[config.mk]
export PLATFORM = sky130hd
export DESIGN_NAME = mlp_seq_classifier
export DESIGN_NICKNAME = d
export VERILOG_FILES = /design/src/rtl/mlp_seq_classifier_pkg.sv /design/src/rtl/mlp_seq_classifier_mac.sv /design/src/rtl/mlp_seq_classifier.sv
export SDC_FILE = /design/constraint.sdc
export NUM_CORES = 1
export LEC_CHECK = 0
export CORE_ASPECT_RATIO = 1.5
export CORE_MARGIN = 2
export CORE_UTILIZATION = 59
export DETAILED_ROUTE_END_ITERATION = 10
export PLACE_DENSITY = 0.83
export SYNTH_ARGS = -nofsm -noshare
export SYNTH_HDL_FRONTEND = slang
export SYNTH_SLANG_ARGS = --single-unit
[constraint.sdc]
create_clock -name clk -period 8 [get_ports clk]
set_clock_uncertainty 0.2 [all_clocks]
set_input_delay 2 -clock clk [delete_from_list [all_inputs] [get_ports clk]]
set_output_delay 2 -clock clk [all_outputs]
set_load 0.01 [all_outputs]
[src/rtl/mlp_seq_classifier_pkg.sv]
// Shared dimensions, word types, FSM states and default RedWine
// weights for the time-multiplexed MLP classifier.
package mlp_seq_pkg;

  localparam int N_IN_DEF   = 11;
  localparam int IN_W_DEF   = 4;
  localparam int N_HID_DEF  = 2;
  localparam int N_OUT_DEF  = 6;
  localparam int W_W_DEF    = 8;
  localparam int B_W_DEF    = 16;
  localparam int ACC0_W_DEF = 13;
  localparam int HID_W_DEF  = 12;
  localparam int ACC1_W_DEF = 20;
  localparam int OUT_W_DEF  = 19;

  typedef logic signed [W_W_DEF-1:0]    w_t;
  typedef logic signed [B_W_DEF-1:0]    b_t;
  typedef logic signed [ACC0_W_DEF-1:0] acc0_t;
  typedef logic signed [ACC1_W_DEF-1:0] acc1_t;

  typedef enum logic [1:0] {
    IDLE,
    L0,
    L1,
    DONE
  } state_t;

  localparam w_t W0 [N_HID_DEF][N_IN_DEF] = '{
    '{-8'sd13, -8'sd68, -8'sd26, -8'sd23, -8'sd17, 8'sd15,
      -8'sd8, 8'sd30, -8'sd24, 8'sd15, 8'sd46},
    '{-8'sd23, 8'sd0, -8'sd3, -8'sd19, 8'sd6, -8'sd3,
      8'sd28, 8'sd26, -8'sd13, -8'sd23, -8'sd17}
  };

  localparam b_t B0 [N_HID_DEF] = '{16'sd468, 16'sd342};

  localparam w_t W1 [N_OUT_DEF][N_HID_DEF] = '{
    '{-8'sd75, 8'sd1},
    '{-8'sd19, 8'sd10},
    '{8'sd2, 8'sd51},
    '{8'sd18, 8'sd17},
    '{8'sd30, -8'sd24},
    '{8'sd25, -8'sd55}
  };

  localparam b_t B1 [N_OUT_DEF] = '{
    16'sd5452, 16'sd4388, 16'sd1284,
    16'sd4148, 16'sd350, -16'sd5639
  };

  function automatic int imax(input int a, input int b);
    return (a > b) ? a : b;
  endfunction

endpackage

[src/rtl/mlp_seq_classifier_mac.sv]
// Signed MAC with bias load, clear and relu+truncate output.
// Feature input is unsigned and zero-extended before multiply.
module mlp_seq_mac #(
  parameter int X_W   = 4,
  parameter int W_W   = 8,
  parameter int B_W   = 16,
  parameter int ACC_W = 13,
  parameter int OUT_W = 12
) (
  input  logic                    clk,
  input  logic                    rst_n,
  input  logic                    i_clr,
  input  logic                    i_load,
  input  logic                    i_en,
  input  logic signed [B_W-1:0]   i_bias,
  input  logic        [X_W-1:0]   i_x,
  input  logic signed [W_W-1:0]   i_w,
  output logic        [OUT_W-1:0] o_relu
);

  localparam int P_W = X_W + 1 + W_W;
  localparam int S_W = (P_W > ACC_W) ? P_W : ACC_W;

  logic signed [ACC_W-1:0] r_acc;
  logic signed [S_W-1:0]   w_prod;
  logic signed [S_W-1:0]   w_sum;

  assign w_prod = S_W'($signed({1'b0, i_x})) * S_W'(i_w);
  assign w_sum  = S_W'(r_acc) + w_prod;

  // accumulator wraps at ACC_W bits
  always_ff @(posedge clk) begin
    if (!rst_n) begin
      r_acc <= '0;
    end else if (i_clr) begin
      r_acc <= '0;
    end else if (i_load) begin
      r_acc <= ACC_W'(i_bias);
    end else if (i_en) begin
      r_acc <= ACC_W'(w_sum);
    end
  end

  assign o_relu = r_acc[ACC_W-1] ? '0 : OUT_W'(r_acc);

endmodule

[src/rtl/mlp_seq_classifier.sv]
// Time-multiplexed 2-layer MLP classifier: one MAC per cycle,
// running argmax, valid/ready on both sides.
module mlp_seq_classifier
  import mlp_seq_pkg::*;
#(
  parameter int N_IN   = N_IN_DEF,
  parameter int IN_W   = IN_W_DEF,
  parameter int N_HID  = N_HID_DEF,
  parameter int N_OUT  = N_OUT_DEF,
  parameter int W_W    = W_W_DEF,
  parameter int B_W    = B_W_DEF,
  parameter int ACC0_W = ACC0_W_DEF,
  parameter int HID_W  = HID_W_DEF,
  parameter int ACC1_W = ACC1_W_DEF,
  parameter int OUT_W  = OUT_W_DEF,
  parameter int IDX_W  = $clog2(N_OUT),
  parameter logic signed [W_W-1:0] PW0 [N_HID][N_IN]  = W0,
  parameter logic signed [B_W-1:0] PB0 [N_HID]        = B0,
  parameter logic signed [W_W-1:0] PW1 [N_OUT][N_HID] = W1,
  parameter logic signed [B_W-1:0] PB1 [N_OUT]        = B1
) (
  input  logic                   clk,
  input  logic                   rst_n,
  input  logic                   in_valid,
  output logic                   in_ready,
  input  logic [N_IN*IN_W-1:0]   inp,
  output logic                   out_valid,
  input  logic                   out_ready,
  output logic [N_OUT*OUT_W-1:0] predo,
  output logic [IDX_W-1:0]       out
);

  localparam int K_W = $clog2(imax(N_IN, N_HID) + 1);
  localparam int N_W = $clog2(imax(N_HID, N_OUT) + 1);

  state_t r_state;
  state_t w_next;

  logic [N_IN*IN_W-1:0] r_x;
  logic [K_W-1:0]       r_k;
  logic [N_W-1:0]       r_n;
  logic [HID_W-1:0]     r_hid [N_HID];
  logic [OUT_W-1:0]     r_pred [N_OUT];
  logic [OUT_W-1:0]     r_best;
  logic [IDX_W-1:0]     r_idx;

  logic w_accept;
  logic w_k0_end;
  logic w_k1_end;
  logic w_h_last;
  logic w_o_last;
  logic w_fin;
  logic w_wr0;
  logic w_wr1;

  logic        [IN_W-1:0]  w_x0;
  logic        [HID_W-1:0] w_x1;
  logic signed [W_W-1:0]   w_w0;
  logic signed [W_W-1:0]   w_w1;
  logic signed [B_W-1:0]   w_b0;
  logic signed [B_W-1:0]   w_b1;
  logic        [HID_W-1:0] w_h;
  logic        [OUT_W-1:0] w_y;

  assign w_accept = in_valid && (r_state == IDLE);
  assign w_k0_end = (r_k == K_W'(N_IN));
  assign w_k1_end = (r_k == K_W'(N_HID));
  assign w_h_last = (r_n == N_W'(N_HID - 1));
  assign w_o_last = (r_n == N_W'(N_OUT - 1));
  // r_n == N_OUT marks the settle cycle after the last output write
  assign w_fin    = (r_n == N_W'(N_OUT));
  assign w_wr0    = (r_state == L0) && w_k0_end;
  assign w_wr1    = (r_state == L1) && !w_fin && w_k1_end;

  always_comb begin
    w_x0 = '0;
    w_x1 = '0;
    w_w0 = '0;
    w_w1 = '0;
    w_b0 = PB0[0];
    w_b1 = PB1[0];
    for (int i = 0; i < N_IN; i++) begin
      if (r_k == K_W'(i)) w_x0 = r_x[i*IN_W +: IN_W];
    end
    for (int h = 0; h < N_HID; h++) begin
      if (r_k == K_W'(h)) w_x1 = r_hid[h];
      for (int i = 0; i < N_IN; i++) begin
        if (r_n == N_W'(h) && r_k == K_W'(i)) w_w0 = PW0[h][i];
      end
      if (!w_accept && h > 0 && r_n == N_W'(h - 1)) w_b0 = PB0[h];
    end
    for (int o = 0; o < N_OUT; o++) begin
      for (int h = 0; h < N_HID; h++) begin
        if (r_n == N_W'(o) && r_k == K_W'(h)) w_w1 = PW1[o][h];
      end
      if (r_state == L1 && o > 0 && r_n == N_W'(o - 1)) w_b1 = PB1[o];
    end
  end

  mlp_seq_mac #(
    .X_W  (IN_W),
    .W_W  (W_W),
    .B_W  (B_W),
    .ACC_W(ACC0_W),
    .OUT_W(HID_W)
  ) u_mac0 (
    .clk   (clk),
    .rst_n (rst_n),
    .i_clr (1'b0),
    .i_load(w_accept || (w_wr0 && !w_h_last)),
    .i_en  ((r_state == L0) && !w_k0_end),
    .i_bias(w_b0),
    .i_x   (w_x0),
    .i_w   (w_w0),
    .o_relu(w_h)
  );

  mlp_seq_mac #(
    .X_W  (HID_W),
    .W_W  (W_W),
    .B_W  (B_W),
    .ACC_W(ACC1_W),
    .OUT_W(OUT_W)
  ) u_mac1 (
    .clk   (clk),
    .rst_n (rst_n),
    .i_clr (w_accept),
    .i_load((w_wr0 && w_h_last) || (w_wr1 && !w_o_last)),
    .i_en  ((r_state == L1) && !w_fin && !w_k1_end),
    .i_bias(w_b1),
    .i_x   (w_x1),
    .i_w   (w_w1),
    .o_relu(w_y)
  );

  always_ff @(posedge clk) begin
    if (!rst_n) r_state <= IDLE;
    else        r_state <= w_next;
  end

  always_comb begin
    w_next = r_state;
    unique case (r_state)
      IDLE:    if (in_valid) w_next = L0;
      L0:      if (w_k0_end && w_h_last) w_next = L1;
      L1:      if (w_fin) w_next = DONE;
      DONE:    if (out_ready) w_next = IDLE;
      default: w_next = IDLE;
    endcase
  end

  always_comb begin
    in_ready  = (r_state == IDLE);
    out_valid = (r_state == DONE);
    out       = r_idx;
    predo     = '0;
    for (int o = 0; o < N_OUT; o++) begin
      predo[(N_OUT-1-o)*OUT_W +: OUT_W] = r_pred[o];
    end
  end

  always_ff @(posedge clk) begin
    if (!rst_n) begin
      r_x    <= '0;
      r_k    <= '0;
      r_n    <= '0;
      r_best <= '0;
      r_idx  <= '0;
      for (int h = 0; h < N_HID; h++) r_hid[h] <= '0;
      for (int o = 0; o < N_OUT; o++) r_pred[o] <= '0;
    end else if (w_accept) begin
      r_x <= inp;
      r_k <= '0;
      r_n <= '0;
    end else if (r_state == L0) begin
      if (w_k0_end) begin
        r_k <= '0;
        r_n <= w_h_last ? '0 : r_n + N_W'(1);
        for (int h = 0; h < N_HID; h++) begin
          if (r_n == N_W'(h)) r_hid[h] <= w_h;
        end
      end else begin
        r_k <= r_k + K_W'(1);
      end
    end else if (r_state == L1 && !w_fin) begin
      if (w_k1_end) begin
        r_k <= '0;
        r_n <= r_n + N_W'(1);
        for (int o = 0; o < N_OUT; o++) begin
          if (r_n == N_W'(o)) r_pred[o] <= w_y;
        end
        // strict compare keeps the lowest index on ties
        if (r_n == '0 || w_y > r_best) begin
          r_best <= w_y;
          r_idx  <= IDX_W'(r_n);
        end
      end else begin
        r_k <= r_k + K_W'(1);
      end
    end
  end

endmodule
==> flow_summary_export.csv <==
group,metric,value,unit
route,drc,0,
worst_setup_path,crit_path_max_fanout,12,
yosys,syn_inst,1802,
yosys,ys_seq_elements,246,
sta,slew_headroom,22.43,%
global_routing,grt_max_degree,54,
die,start_util,59.88,%
min_path,hp-class,"reg2reg",
sta,fin_ws,0.5163,ns
route,wl_met1,15940,um
global_routing,antenna_found_initial,0,
clocking,clk_latency,0.56,ns
cells_and_area,final_cell_area,19570,um^2
die,pin_count,167,
global_routing,grt_pass1_wl,70900,um
sta,rsz0062_at_grt,"false",
cells_and_area,diodes,0,
sta,fmax,133.6,MHz
worst_setup_path,worst_setup_path_end_kind,"flip-flop",
yosys,syn_nets,2068,
worst_setup_path,start_kind,"flip-flop",
yosys,ys_seq_area_share,37.66,%
cells_and_area,final_cell_mix,"nand2_1 (244), nor2_1 (238), inv_1 (220), clkdlybuf4s50_1 (165), edfxtp_1 (138)",
global_routing,grt_pass1_vias,13789,
global_routing,grt_usage,29.82,%
yosys,synth-edff-count,138,
worst_setup_path,arrival,7.70,ns
global_routing,grt_overflow_total,0,
route,vias_per_cell,5.933,
cells_and_area,areaGrowthSynthToFinish,16.85,%
sta,setup_viol,0,
sta,fin_crit_sh,93.55,%
cells_and_area,nets,2208,
sta,hold_viol_final,0,
route,vias,13682,
worst_setup_path,worstPathRequired,8.22,ns
clocking,cts_tree,"built",
route,antenna_left,0,
route,drtIter0Drc,945,
route,wl,44140,um
clocking,clock_sinks,246,
clocking,post_cts_resized,0,
yosys,yosysTopAreaCellShare,24.75,%
clocking,cts_max_level,1,
worst_setup_path,crit_type,"reg2reg",
die,rows,75,
yosys,synthFlopType,"edfxtp_1",
yosys,syn_area_per_cell,9.293,um^2
sta,drv_slew,0,
sta,finalSetupTns,0,ns
placed_design,io_buffer_count,166,
cells_and_area,layout_commonest_cell,"nand2_1",
die,fp.coreArea,27960,um^2
placed_design,gp_congestion,0.9455,
clocking,clkTransAtPathRegs,0.07,ns
cells_and_area,drive_gt1_share,6.173,%
sta,min_period,7.484,ns
route,route.met3.wl,2806,um
cells_and_area,regArea,6306,um^2
die,die_y,210.3,um
route,met2RoutedLength,22670,um
flow_run,drv_cap,0,
die,die_width,141.6,um
clocking,cts_made_buffers,24,
yosys,yosysWarningCount,0,
cells_and_area,multi_input_area,9196,um^2
cells_and_area,fill_cells,2103,
placed_design,post-place-ws,0.7300,ns
yosys,netlist_area,16750,um^2
yosys,synth_cell_types,85,
route,dr.max_layer_used,"met4",
outcome,outcome,"finished, final reports clean",
route,drt-pass1-iter-count,6,
placed_design,hpwlAfterDp,33260,um
sta,tightest_slew,1.163,ns
yosys,yosysTopAreaCell,"edfxtp_1",
route,wl_per_cell,19.14,um
clocking,cts-hold-fix-buffers,0,
die,die-area,29770,um^2
yosys,ys_top_cells_by_area,"edfxtp_1 (25%), dfxtp_1 (13%), fa_1 (13%), ha_1 (8.3%), nand2_1 (5.5%)",
clocking,post_cts_buffers,0,
clocking,cts_buffer_depth,3,
yosys,async_flop_share,0,%
clocking,clk_root_buffer_cell,"clkbuf_16",
placed_design,dpl_cell_area,18660,um^2
[stage by stage]
| step | cells | hold slack [ns] | utilization [%] |
|---|---|---|---|
| 2_1_floorplan | 1802 | 0.2347 | - |
| 3_3_place_gp | 2262 | 0.2424 | 66.72 |
| 3_5_place_dp | 2262 | 0.2469 | 66.72 |
| 4_1_cts | 2306 | 0.2609 | 69.97 |
| 5_1_grt | 2306 | 0.2775 | 69.97 |
| 6_report | 2306 | 0.2586 | 69.97 |
[synth_stat cells (33+ instances only)]
| cell type | count |
|---|---|
| nand2_1 | 244 |
| fa_1 | 107 |
| dfxtp_1 | 108 |
| o21ai_0 | 60 |
| nand2b_1 | 33 |
| a21boi_0 | 45 |
| inv_1 | 220 |
| a21oi_1 | 79 |
| clkbuf_1 | 35 |
| edfxtp_1 | 138 |
| ha_1 | 111 |
| nor2_1 | 238 |
[flip-flops by register name, indices dropped and copies added (netlist names)]
register and flops:
r_x 44, r_k 4, out 3, r_state 2, u_mac0.r_acc 13, r_pred 114, r_hid 24, u_mac1.r_acc 20
r_n 3, r_best 19
[area by class of cell]
cell class | instances | share of cell area, %
flip-flops and latches | 246 | 32.23
repair buffers | 196 | 9.617
well taps | 346 | 2.212
multi-input cells | 1251 | 47.00
clock buffers | 26 | 3.159
clock inverters | 18 | 1.496
inverters | 223 | 4.291
[logic make-up (layout without fill, tap and decap cells)]
group	count (synthesis)	in the layout	share of synthesized area, %
buffers and inverters	305	463	7.524
muxes	25	25	1.494
adders and majority gates	218	218	21.08
xor gates and xnor gates	30	30	1.614
DFF	246	246	37.66
and+or+nand+nor	647	647	17.17
AOI/OAI and AO/OA	331	331	13.46
[final timing paths]
kind	start	end	slack, ns	depth (start not counted)
worst max-delay path	r_n[1]	u_mac1.r_acc[18]	0.52	23
worst min-delay path	r_best[16]	r_best[16]	0.26	2
worst max register to register	r_n[1]	u_mac1.r_acc[18]	0.52	23
worst min register to register	r_best[16]	r_best[16]	0.26	2
[worst max-delay path, cell delays in order (launching register included)]
cell and delay, ns:
dfxtp_1 0.35, inv_1 0.11, ha_1 0.38, nor4b_4 0.40, o21ai_0 0.35, and3_1 0.25
o21bai_1 0.72, nor2_1 0.15, fa_1 0.51, inv_1 0.05, fa_1 0.54, inv_1 0.06
fa_1 0.49, inv_1 0.05, fa_1 0.47, inv_1 0.05, fa_1 0.45, ha_1 0.34
a21oi_1 0.12, o21ai_0 0.56, nand2_1 0.14, o31ai_1 0.33, mux2i_1 0.21, nand2_1 0.06
[layer usage]
layer / global-route usage (%) / vias up
li1: - / 6274
met1: 33.88 / 6554
met2: 54.08 / 675
met3: 3.476 / 179
met4: 16.66 / 0
met5: 0 / -
Power is not shown: default switching activity piles up to over one toggle a cycle in this logic, so the estimate is an artifact.
